[config.mk]
export PLATFORM = sky130hd
export DESIGN_NAME = if_fetch_stage
export DESIGN_NICKNAME = d
export VERILOG_FILES = /design/src/rtl/if_fetch_stage.sv
export SDC_FILE = /design/constraint.sdc
export NUM_CORES = 1
export LEC_CHECK = 0
export CORE_MARGIN = 10
export CORE_UTILIZATION = 50
export DETAILED_ROUTE_END_ITERATION = 8
export GPL_ROUTABILITY_DRIVEN = 0
export PLACE_DENSITY_LB_ADDON = 0.12
export SKIP_LAST_GASP = 1
export SLEW_MARGIN = 20
export SYNTH_ARGS = -nofsm -noshare
export SYNTH_HDL_FRONTEND = slang
export SYNTH_SLANG_ARGS = --single-unit
[constraint.sdc]
create_clock -name clk -period 3.25 [get_ports clk]
set_clock_uncertainty 0.1 [all_clocks]
set_input_delay 0.975 -clock clk [delete_from_list [all_inputs] [get_ports clk]]
set_output_delay 0.975 -clock clk [all_outputs]
set_load 0.01 [all_outputs]
[src/rtl/if_fetch_stage.sv]
// Instruction-fetch stage: owns the PC, issues one outstanding fetch at a time, and
// registers instruction/currPC/pc_plus4 for the IF/ID pipeline register.
module if_fetch_stage #(
    parameter logic [63:0] RESET_PC = 64'd0
) (
    input  logic        clk,
    input  logic        reset,
    input  logic        stall,
    input  logic        br_taken,
    input  logic [63:0] br_target,
    output logic        imem_req,
    output logic [63:0] imem_addr,
    input  logic        imem_valid,
    input  logic [31:0] imem_rdata,
    output logic [31:0] instruction,
    output logic [63:0] currPC,
    output logic [63:0] pc_plus4,
    output logic        IF_ID_flush
);

    typedef enum logic [1:0] {StIdle, StReq, StDrop} state_e;

    state_e      r_state, w_state_d;
    logic [63:0] r_pc, w_pc_d;
    logic [63:0] r_drop_addr, w_drop_addr_d;
    logic [31:0] r_instr, w_instr_d;
    logic [63:0] r_curr_pc, w_curr_pc_d;
    logic [63:0] r_pc_plus4, w_pc_plus4_d;
    logic        r_fetch_valid, w_fetch_valid_d;

    logic [63:0] w_br_pc;
    logic [63:0] w_pc_inc;

    assign w_br_pc  = {br_target[63:2], 2'b00};
    assign w_pc_inc = r_pc + 64'd4;

    always_ff @(posedge clk or negedge reset) begin
        if (!reset) begin
            r_state       <= StIdle;
            r_pc          <= RESET_PC;
            r_drop_addr   <= RESET_PC;
            r_instr       <= 32'd0;
            r_curr_pc     <= 64'd0;
            r_pc_plus4    <= 64'd0;
            r_fetch_valid <= 1'b0;
        end else begin
            r_state       <= w_state_d;
            r_pc          <= w_pc_d;
            r_drop_addr   <= w_drop_addr_d;
            r_instr       <= w_instr_d;
            r_curr_pc     <= w_curr_pc_d;
            r_pc_plus4    <= w_pc_plus4_d;
            r_fetch_valid <= w_fetch_valid_d;
        end
    end

    always_comb begin
        w_state_d       = r_state;
        w_pc_d          = r_pc;
        w_drop_addr_d   = r_drop_addr;
        w_instr_d       = r_instr;
        w_curr_pc_d     = r_curr_pc;
        w_pc_plus4_d    = r_pc_plus4;
        w_fetch_valid_d = r_fetch_valid;
        unique case (r_state)
            StIdle: begin
                w_state_d = StReq;
                if (br_taken) begin
                    w_pc_d          = w_br_pc;
                    w_fetch_valid_d = 1'b0;
                end
            end
            StReq: begin
                if (br_taken) begin
                    w_pc_d          = w_br_pc;
                    w_fetch_valid_d = 1'b0;
                    // Pending request must keep its address until memory answers it.
                    if (!imem_valid) begin
                        w_drop_addr_d = r_pc;
                        w_state_d     = StDrop;
                    end
                end else if (imem_valid) begin
                    if (!stall) begin
                        w_instr_d       = imem_rdata;
                        w_curr_pc_d     = r_pc;
                        w_pc_plus4_d    = w_pc_inc;
                        w_pc_d          = w_pc_inc;
                        w_fetch_valid_d = 1'b1;
                    end
                end else if (!stall) begin
                    w_fetch_valid_d = 1'b0;
                end
            end
            StDrop: begin
                w_fetch_valid_d = 1'b0;
                if (br_taken) begin
                    w_pc_d = w_br_pc;
                end
                if (imem_valid) begin
                    w_state_d = StReq;
                end
            end
            default: w_state_d = StIdle;
        endcase
    end

    always_comb begin
        imem_req    = (r_state != StIdle);
        imem_addr   = (r_state == StDrop) ? r_drop_addr : r_pc;
        instruction = r_instr;
        currPC      = r_curr_pc;
        pc_plus4    = r_pc_plus4;
        IF_ID_flush = ~r_fetch_valid;
    end

endmodule

==> impl_metrics.json, run 1 <==
{
  "synth_top_area_share_pct": 52.1,
  "synth_common_cells": "nand2_1 (377), dfrtp_1 (283), mux2_2 (106)",
  "fmax_ghz": 0.310,
  "cp_max_fo": 7,
  "clkSlewWorstSetupHoldPaths_ns": 0.06,
  "rows": 60,
  "grt_max_degree": 92,
  "post-synth-top-count-cell": "nand2_1",
  "relSlewSlack_pct": 54.9,
  "ctsHtreeMaxLevel": 1,
  "hold_ws_ns": 0.253,
  "worstPathArrival_ns": 2.15,
  "finalHoldViolCount": 0,
  "combPwrFrac_pct": 35.3,
  "ys_ff_latch": 283,
  "core_area_um2": 26900,
  "rsz0062_at_grt": "true",
  "synth_top_family_by_area": "simple AND/OR/NAND/NOR gates",
  "synth-compound-area-share_pct": 11.7,
  "drv_slew": 0,
  "crit_type": "reg -> out",
  "synth_edf_count": 0,
  "drt_iter0_markers": 785,
  "antenna_left": 0,
  "vias_per_cell": 5.72,
  "wl_per_cell_um": 21.1,
  "finalSetupViolCount": 0,
  "cp_top_family": "buffers and inverters",
  "p_leak_nw": 8.13,
  "io_buffers": 318,
  "fp.dieW_um": 185,
  "crit_path_start_kind": "flip-flop",
  "min_period_over_period_pct": 99.4,
  "vias": 11900,
  "clockRootBuffer": "clkbuf_16",
  "clkPwrFrac_pct": 24.4,
  "worst_slack_ns": 0.0203,
  "fillers": 2146,
  "period_minus_slack_ns": 3.23,
  "start_util_pct": 50.6,
  "cts.path.max_buffers": 3,
  "synth_simple_gate_area_share_pct": 20.2,
  "seq_area_frac_synth_pct": 52.1,
  "switchingPower_w": 0.00476,
  "dieHeight_um": 185,
  "antenna_found_initial": 2,
  "cp.required_ns": 2.17,
  "multi_input_area_um2": 5940,
  "grtUsageTotal_pct": 24.7,
  "drv_cap": 0,
  "status": "finished, final reports clean",
  "num_antenna_cells": 0,
  "clock-sinks": 283,
  "yosysWarnings": 0,
  "grt_pass1_wl_mm": 67.6,
  "synth_xor_area_share_pct": 2.38,
  "grt_pass1_vias": 11800,
  "worstPathBufferInverterCount": 4,
  "power.density_nw_per_um2": 783,
  "drc_errors": 0,
  "intPower_w": 0.00969,
  "end_kind": "output port",
  "clkLatencyLatePin_ns": 0.55,
  "syn_area_um2": 13600,
  "pwr-share-seq_pct": 40.3,
  "tightest_slew_ns": 0.675,
  "cts_buffers": 31,
  "area_growth_pct": 35.7,
  "dp_hpwl_mm": 29.9,
  "postSynth.asyncResetShare_pct": 100,
  "dieArea_um2": 34200,
  "dp_worst_setup_slack_ns": 0.0125,
  "yosysTopAreaCell": "dfrtp_1",
  "min_path_type": "in -> async",
  "cp_slowest_cell": "dfrtp_1",
  "netlist_instances": 1428,
  "cts_tree": "built",
  "final_layout_size_suffix_gt1_share_pct": 14.4,
  "syn_avg_cell_area_um2": 9.53,
  "ios": 327,
  "synth_mux_area_share_pct": 8.78,
  "synth_adder_area_share_pct": 0.0920,
  "ff_latch_area_um2": 7080,
  "final_net_count": 1821,
  "synth_area_leaders": "dfrtp_1 (52%), nand2_1 (10%), mux2_2 (8.8%), o21ai_0 (3.5%), nand3_1 (2.7%)",
  "swShare_pct": 32.9,
  "dr.pass1.iters": 5,
  "cp_cell_sequence": "nor2b_4, buf_6, buf_12, buf_4, mux2_2, dlygate4sd2_1",
  "synth_cell_types": 60,
  "grt_overflow": 0,
  "wirelength_mm": 44.0,
  "slowest_delay_ns": 0.40,
  "synth_ff_type": "dfrtp_1",
  "ir_drop_mv": 0.432
}
flip-flops by register name, summed over array words and instances (netlist names):
| register | flops |
|---|---|
| r_pc | 62 |
| currPC | 62 |
| r_fetch_valid | 1 |
| pc_plus4 | 62 |
| instruction | 32 |
| r_drop_addr | 62 |
| r_state | 2 |
cell families (layout without fill, tap and decap cells):
group	count (synthesis)	count (layout)
simple gates	595	595
mux	106	106
xor+xnor	37	37
flops	283	283
buf+inv	152	459
other cells	1	6
compound gates	253	253
fa+ha+maj	1	1
path summary, 6_finish.rpt:
| kind | start | endpoint | slack (ns) | cells after the start |
|---|---|---|---|---|
| worst max-delay path | r_state[0] | imem_addr[60] | 0.02 | 6 |
| worst min-delay path | reset | currPC[18] | 0.25 | 1 |
| worst max register to register | r_pc[35] | r_pc[53] | 0.21 | 5 |
| worst min register to register | instruction[17] | instruction[17] | 0.37 | 2 |
| max in group asynchronous | reset | pc_plus4[31] | 1.98 | 2 |
| min in group clk | instruction[17] | instruction[17] | 0.37 | 2 |
power by group through the flow:
| stage | Clock, W | Sequential, W | Combinational (W) |
|---|---|---|---|
| 6_report | 0.00352 | 0.00583 | 0.00510 |
| 5_1_grt | 0.00374 | 0.00601 | 0.00554 |
| 4_1_cts | 0.00358 | 0.00582 | 0.00517 |
| 3_5_place_dp | 0 | 0.00587 | 0.00523 |
| 3_3_place_gp | 0 | 0.00579 | 0.00515 |
| 2_1_floorplan | 0 | 0.00584 | 0.00227 |
stage by stage:
stage,instances,total power [W],area [µm²],TNS (ns),util (%)
detailed placement,2018,0.0111,17300,0,64.4
finish,2081,0.0144,18500,0,68.7
global route,2081,0.0153,18500,-0.0374,68.7
floorplan,1433,0.00811,13600,0,-
CTS,2080,0.0146,18400,-1.62,68.4
global placement,2018,0.0109,17300,0,64.4
routing by layer:
layer / vias to the layer above / global-route usage, % / wire length, µm
met5: - / 0 / 34
met4: 4 / 5.98 / 1030
met3: 75 / 6.19 / 3500
met2: 417 / 41.3 / 21100
met1: 5868 / 31.4 / 18300
li1: 5537 / - / -
layout by cell type, fill, tap and decap left out, types with 11 or more instances in the layout:
cell type        count
o22ai_1             15
nor2_1              30
a22oi_1             25
mux2_2             106
buf_12              15
o21ai_0             92
o211ai_1            41
clkbuf_16           33
nand2_1            377
nand3_1             73
dlymetal6s2s_1      15
clkdlybuf4s50_1    255
inv_1               21
or4_1               21
a2bb2oi_1           11
dfrtp_1            282
buf_4               47
dlygate4sd2_1       47
nand4_1             27
a21oi_1             36
xnor2_1             21
xor2_1              16
timing repair:
item,4_1_cts,5_1_grt
buffers inserted,6,0
setup endpoints to repair,62,20
gates cloned,2,2
hold buffers,0,0
pin swaps,0,0
hold endpoints to repair,0,0
resized for setup,55,16
layout make-up:
| cell class | instances | area share (%) |
|---|---|---|
| Sequential cell | 283 | 38.4 |
| Multi-Input combinational cell | 998 | 32.2 |
| Timing Repair Buffer | 384 | 21.2 |
| Clock buffer | 46 | 5.05 |
| Tap cell | 341 | 2.31 |
| Clock inverter | 8 | 0.502 |
| Inverter | 21 | 0.427 |
(Power assumes the default switching activity.)
==> run 2: changes to the inputs <==
CAP_MARGIN = 5   (was default)
==> results of run 2 <==
No change in the layout: final DEF, timing and power equal those of run 1.
